File: src/rtl/pipe_pkg.sv
// Shared types for the inter-stage pipeline register: slot-fill states and
// occupancy encodings.
package pipe_pkg;

  typedef enum logic [1:0] {
    EMPTY = 2'd0,
    HALF  = 2'd1,
    FULL  = 2'd2
  } pipe_state_t;

  localparam logic [1:0] OCC_EMPTY = 2'd0;
  localparam logic [1:0] OCC_ONE   = 2'd1;
  localparam logic [1:0] OCC_TWO   = 2'd2;

  function automatic logic [1:0] occ_of(input pipe_state_t s);
    case (s)
      HALF:    return OCC_ONE;
      FULL:    return OCC_TWO;
      default: return OCC_EMPTY;
    endcase
  endfunction

endpackage

File: src/rtl/pipe_slot.sv
// One buffered bundle: valid flag plus control and data registers, with load,
// drop (invalidate only) and clear (invalidate and reset control to bubble).
module pipe_slot #(
  parameter int unsigned       DATA_W      = 128,
  parameter int unsigned       CTRL_W      = 12,
  parameter logic [CTRL_W-1:0] BUBBLE_CTRL = '0
) (
  input  logic              clk,
  input  logic              reset,
  input  logic              load,
  input  logic              drop,
  input  logic              clear,
  input  logic [CTRL_W-1:0] next_ctrl,
  input  logic [DATA_W-1:0] next_data,
  output logic              valid,
  output logic [CTRL_W-1:0] ctrl,
  output logic [DATA_W-1:0] data
);

  // Clear leaves data untouched so a squash never disturbs the datapath.
  always_ff @(posedge clk or negedge reset) begin
    if (!reset) begin
      valid <= 1'b0;
      ctrl  <= BUBBLE_CTRL;
      data  <= '0;
    end else if (clear) begin
      valid <= 1'b0;
      ctrl  <= BUBBLE_CTRL;
    end else if (load) begin
      valid <= 1'b1;
      ctrl  <= next_ctrl;
      data  <= next_data;
    end else if (drop) begin
      valid <= 1'b0;
    end
  end

endmodule

File: src/rtl/pipe_stage_reg.sv
// Inter-stage pipeline register: valid/ready handshake through a main+skid
// buffer with a registered ready and a synchronous flush to bubble.
module pipe_stage_reg
  import pipe_pkg::*;
#(
  parameter int unsigned       DATA_W      = 128,
  parameter int unsigned       CTRL_W      = 12,
  parameter logic [CTRL_W-1:0] BUBBLE_CTRL = '0
) (
  input  logic              clk,
  input  logic              reset,
  input  logic              flush,
  input  logic              in_valid,
  output logic              in_ready,
  input  logic [CTRL_W-1:0] in_ctrl,
  input  logic [DATA_W-1:0] in_data,
  output logic              out_valid,
  input  logic              out_ready,
  output logic [CTRL_W-1:0] out_ctrl,
  output logic [DATA_W-1:0] out_data,
  output logic [1:0]        occupancy
);

  pipe_state_t state, state_next;

  logic              acc, tak;
  logic              main_load, main_drop, main_from_skid;
  logic              skid_load, skid_drop;
  logic [CTRL_W-1:0] main_next_ctrl;
  logic [DATA_W-1:0] main_next_data;
  logic              main_valid, skid_valid;
  logic [CTRL_W-1:0] main_ctrl, skid_ctrl;
  logic [DATA_W-1:0] main_data, skid_data;

  assign acc = in_valid & in_ready;
  assign tak = main_valid & out_ready;

  always_ff @(posedge clk or negedge reset) begin
    if (!reset) begin
      state    <= EMPTY;
      in_ready <= 1'b0;
    end else begin
      state    <= state_next;
      // Ready is the registered image of "skid slot free after this edge".
      in_ready <= (state_next != FULL);
    end
  end

  always_comb begin
    state_next     = state;
    main_load      = 1'b0;
    main_drop      = 1'b0;
    main_from_skid = 1'b0;
    skid_load      = 1'b0;
    skid_drop      = 1'b0;
    if (flush) begin
      state_next = EMPTY;
    end else begin
      case (state)
        EMPTY: begin
          if (acc) begin
            main_load  = 1'b1;
            state_next = HALF;
          end
        end
        HALF: begin
          if (acc && tak) begin
            main_load = 1'b1;
          end else if (acc) begin
            skid_load  = 1'b1;
            state_next = FULL;
          end else if (tak) begin
            main_drop  = 1'b1;
            state_next = EMPTY;
          end
        end
        FULL: begin
          if (tak) begin
            main_load      = 1'b1;
            main_from_skid = 1'b1;
            skid_drop      = 1'b1;
            state_next     = HALF;
          end
        end
        default: state_next = EMPTY;
      endcase
    end
  end

  assign main_next_ctrl = main_from_skid ? skid_ctrl : in_ctrl;
  assign main_next_data = main_from_skid ? skid_data : in_data;

  pipe_slot #(
    .DATA_W      (DATA_W),
    .CTRL_W      (CTRL_W),
    .BUBBLE_CTRL (BUBBLE_CTRL)
  ) u_main (
    .clk       (clk),
    .reset     (reset),
    .load      (main_load),
    .drop      (main_drop),
    .clear     (flush),
    .next_ctrl (main_next_ctrl),
    .next_data (main_next_data),
    .valid     (main_valid),
    .ctrl      (main_ctrl),
    .data      (main_data)
  );

  pipe_slot #(
    .DATA_W      (DATA_W),
    .CTRL_W      (CTRL_W),
    .BUBBLE_CTRL (BUBBLE_CTRL)
  ) u_skid (
    .clk       (clk),
    .reset     (reset),
    .load      (skid_load),
    .drop      (skid_drop),
    .clear     (flush),
    .next_ctrl (in_ctrl),
    .next_data (in_data),
    .valid     (skid_valid),
    .ctrl      (skid_ctrl),
    .data      (skid_data)
  );

  assign out_valid = main_valid;
  assign out_ctrl  = main_valid ? main_ctrl : BUBBLE_CTRL;
  assign out_data  = main_data;
  assign occupancy = 2'(main_valid) + 2'(skid_valid);

  // The slot valids and the fill state must always describe the same thing.
  a_occ_matches_state: assert property (
    @(posedge clk) disable iff (!reset) occupancy == occ_of(state)
  );

endmodule

File: config.mk
export PLATFORM = sky130hd
export DESIGN_NAME = pipe_stage_reg
export DESIGN_NICKNAME = d
export VERILOG_FILES = /design/src/rtl/pipe_pkg.sv /design/src/rtl/pipe_slot.sv /design/src/rtl/pipe_stage_reg.sv
export SDC_FILE = /design/constraint.sdc
export NUM_CORES = 1
export LEC_CHECK = 0
export CAP_MARGIN = 25
export CORE_MARGIN = 8
export CORE_UTILIZATION = 29
export CTS_CLUSTER_DIAMETER = 80
export DETAILED_ROUTE_END_ITERATION = 10
export MAX_ROUTING_LAYER = met4
export PLACE_DENSITY = 0.54
export SKIP_LAST_GASP = 1
export SLEW_MARGIN = 5
export SYNTH_ARGS = -nofsm -noshare
export SYNTH_HDL_FRONTEND = slang
export SYNTH_HIERARCHICAL = 1
export SYNTH_SLANG_ARGS = --single-unit
File: constraint.sdc
create_clock -name clk -period 5.4 [get_ports clk]
set_input_delay 1.35 -clock clk [delete_from_list [all_inputs] [get_ports clk]]
set_output_delay 1.35 -clock clk [all_outputs]
set_load 0.05 [all_outputs]
==> out/qor.csv <==
metric,value,unit
outcome,completed,
combinational cell fraction of total power,0.353,
Critical Path Start Type,flop,
Die Height,236,µm
critical path cell sequence,"and2_1, clkdlybuf4s50_1",
clk sink count,285,
Multi-input gate area,6150,µm²
Synth top area share,0.507,
total number of vias,7563,
routed len/inst,19.4,µm
final-stage net count,1251,
Storage cell area,7130,µm²
Worst Path Required,4050,ps
layout cells sized above 1,0.415,
area grow syn2layout,29.7,%
fin worst setup slack,1710,ps
CP max stage delay,830,ps
Slowest cell on crit path,clkdlybuf4s50_1,
busiest metal layer after global routing,met2,
final setup fails,0,
post-synthesis register bit count,285,
post-CTS sizing,0,
Worst EP arrival,2340,ps
post-synth top area cell,dfrtp_1,
crit path max fanout,20,
period utilisation layout,0.684,
vias in the first global route,8342,
total wire length,33700,µm
CTS tree,built,
number of vias per cell,4.34,
setup TNS,0,ps
I/O pin total,289,
largest net degree at the start of global routing,92,
Switching Fraction,0.337,
Area contributors post-synth,"dfrtp_1, mux2_4, mux2_2",
ANT nets after route,0,
met1 usage,0.158,
sequential share of the synthesized area,0.507,
total global routing track utilization,0.122,
P per Cell Area,460,nW/µm²
WS Path Type,flop to output pin,
Synth Net Count,963,
Switch Pwr,0.00283,W
clock power share,0.272,
drt drc,0,
first-pass GRT wire length,52800,µm
Worst Tran Pin Value,780,ps
worst rel slew slack,0.480,
Synth Instances,817,
Max-Cap Viols,0,
Peak VDD IR,0.227,mV
Final Hold Violating Endpoints,0,
Final HPWL DP,21900,µm
global-route met2 utilization,0.185,
core area,47800,µm²
critical path endpoint category,output pin,
Die X,236,µm
Starting Density,0.294,
GPL Wtd Cong,0.715,
crit path buf inv count,1,
Internal Power,0.00556,W
Layout fillers,4567,
total CTS buffers,36,
"CP delay by family, top",buffers and inverters,
Lkg Pwr,7.87,nW
RSZ-0062 raised after global routing,no,
port bufs,288,
initial antenna violation count,1,
Post-CTS Setup Bufs,0,
hold_buf cts,0,
sequential fraction of design power,0.375,
Hold Crit Class,flop to flop,
latest clock arrival within the worst-skew pair,520,ps
met3 usage,0.0346,
die area,55800,µm²
"Cell Area, Synth",14100,µm²
clk buf depth,3,
Final min period,3690,ps
f_max,271,MHz
clock root cell,clkbuf_16,
Pre-antenna DRT Iters,5,
Pins Over Slew Limit,0,
synth warn,6,
site row count,80,
Syn Area/Cell,17.2,µm²
"Distinct cells, synth",28,
gr ovfl total,0,
Placement Setup Slack,1580,ps
initial drt markers,393,
"Clk pin slew, worst setup/hold paths",60,ps
skew final,11.9,ps
H-tree depth,2,
==> through the flow <==
step | instances | instance area [µm²] | power [W] | hold WS [ps] | util
floorplan | 817 | 14100 | 0.00514 | 475 | -
global placement | 1682 | 17100 | 0.00613 | 484 | 0.358
finish | 1741 | 18300 | 0.00839 | 500 | 0.381
CTS | 1740 | 18200 | 0.00855 | 503 | 0.381
detailed placement | 1682 | 17100 | 0.00617 | 489 | 0.358
global route | 1741 | 18300 | 0.00879 | 517 | 0.381
==> power by group through the flow <==
stage	combinational (W)	clock, W	sequential (W)
detailed placement	0.00299	0	0.00318
floorplan	0.00101	0	0.00413
CTS	0.00300	0.00239	0.00316
global route	0.00308	0.00248	0.00323
global placement	0.00296	0	0.00316
finish	0.00296	0.00228	0.00315
==> worst register-to-register path, stage by stage, from the launching register on <==
cell,delay (ps)
dfrtp_1,730
a21bo_2,260
nand2_1,80
a21oi_1,190
nor2b_4,380
buf_12,410
mux2_4,450
==> synth_stat cells, drive strengths merged <==
master / n
mux2: 396
dfrtp: 285
buf: 47
nor2: 25
mux2i: 24
and2: 12
clkbuf: 4
a21oi: 3
nand2: 3
nand2b: 3
inv: 2
nor2b: 2
a21bo: 1
a221o: 1
a221oi: 1
a31oi: 1
and3b: 1
ha: 1
nand3: 1
nand4b: 1
nor4: 1
nor4b: 1
or3b: 1
==> routing by layer <==
| layer | vias up | share of wire | routed length [µm] |
|---|---|---|---|
| met4 | 0 | 0.021 | 705 |
| met3 | 46 | 0.059 | 2010 |
| met1 | 3831 | 0.47 | 15800 |
| met5 | - | 0 | 0 |
| li1 | 3490 | - | - |
| met2 | 196 | 0.45 | 15200 |
==> flip-flops by register name (all words and copies together) (netlist names) <==
register	flops
u_main/data	128
u_skid/data	128
u_main/ctrl	12
u_skid/ctrl	12
state	2
in_ready	1
u_main/valid	1
u_skid/valid	1
==> path summary, 6_finish.rpt <==
kind / from / cells after the start / end / slack (ps)
max in group asynchronous: reset / 2 / u_main/ctrl[1]$_DFFE_PN0P_ / 3410
worst max-delay path: u_main/valid$_DFFE_PN0P_ / 2 / out_ctrl[7] / 1710
worst min register to register: u_skid/data[5]$_DFFE_PN0P_ / 1 / u_skid/data[5]$_DFFE_PN0P_ / 500
min in group asynchronous: reset / 1 / u_main/data[29]$_DFFE_PN0P_ / 830
worst max register to register: u_main/valid$_DFFE_PN0P_ / 6 / u_main/data[82]$_DFFE_PN0P_ / 2770
worst min-delay path: u_skid/data[5]$_DFFE_PN0P_ / 1 / u_skid/data[5]$_DFFE_PN0P_ / 500
==> logic make-up after synthesis <==
| logic type | after synthesis | synth area share |
|---|---|---|
| multiplexers | 420 | 0.412 |
| flip-flops | 285 | 0.507 |
| buffers and inverters | 53 | 0.0569 |
| AND/OR/NAND/NOR | 51 | 0.0204 |
| AO/OA/AOI/OAI | 7 | 0.00356 |
| adder cells (fa/ha/maj) | 1 | 0.000889 |
==> layout make-up <==
class / count / share of cell area
multi-input combinational: 479 / 0.337
sequential: 285 / 0.391
inverter: 2 / 0.000411
tap: 615 / 0.0422
antenna: 1 / 0.000137
clock buffer: 52 / 0.0577
clock inverter: 6 / 0.00302
timing repair buffer: 301 / 0.169
==> placed cells by master, fill, tap and decap left out, drive strengths merged, types with 3 or more instances in the layout <==
cell type      instances
a21oi                  3
and2                  12
buf                   14
clkbuf                52
clkdlybuf4s50        287
clkinv                 5
dfrtp                285
mux2                 396
mux2i                 24
nand2                  3
nand2b                 3
nor2                  25
(Power assumes the default switching activity.)
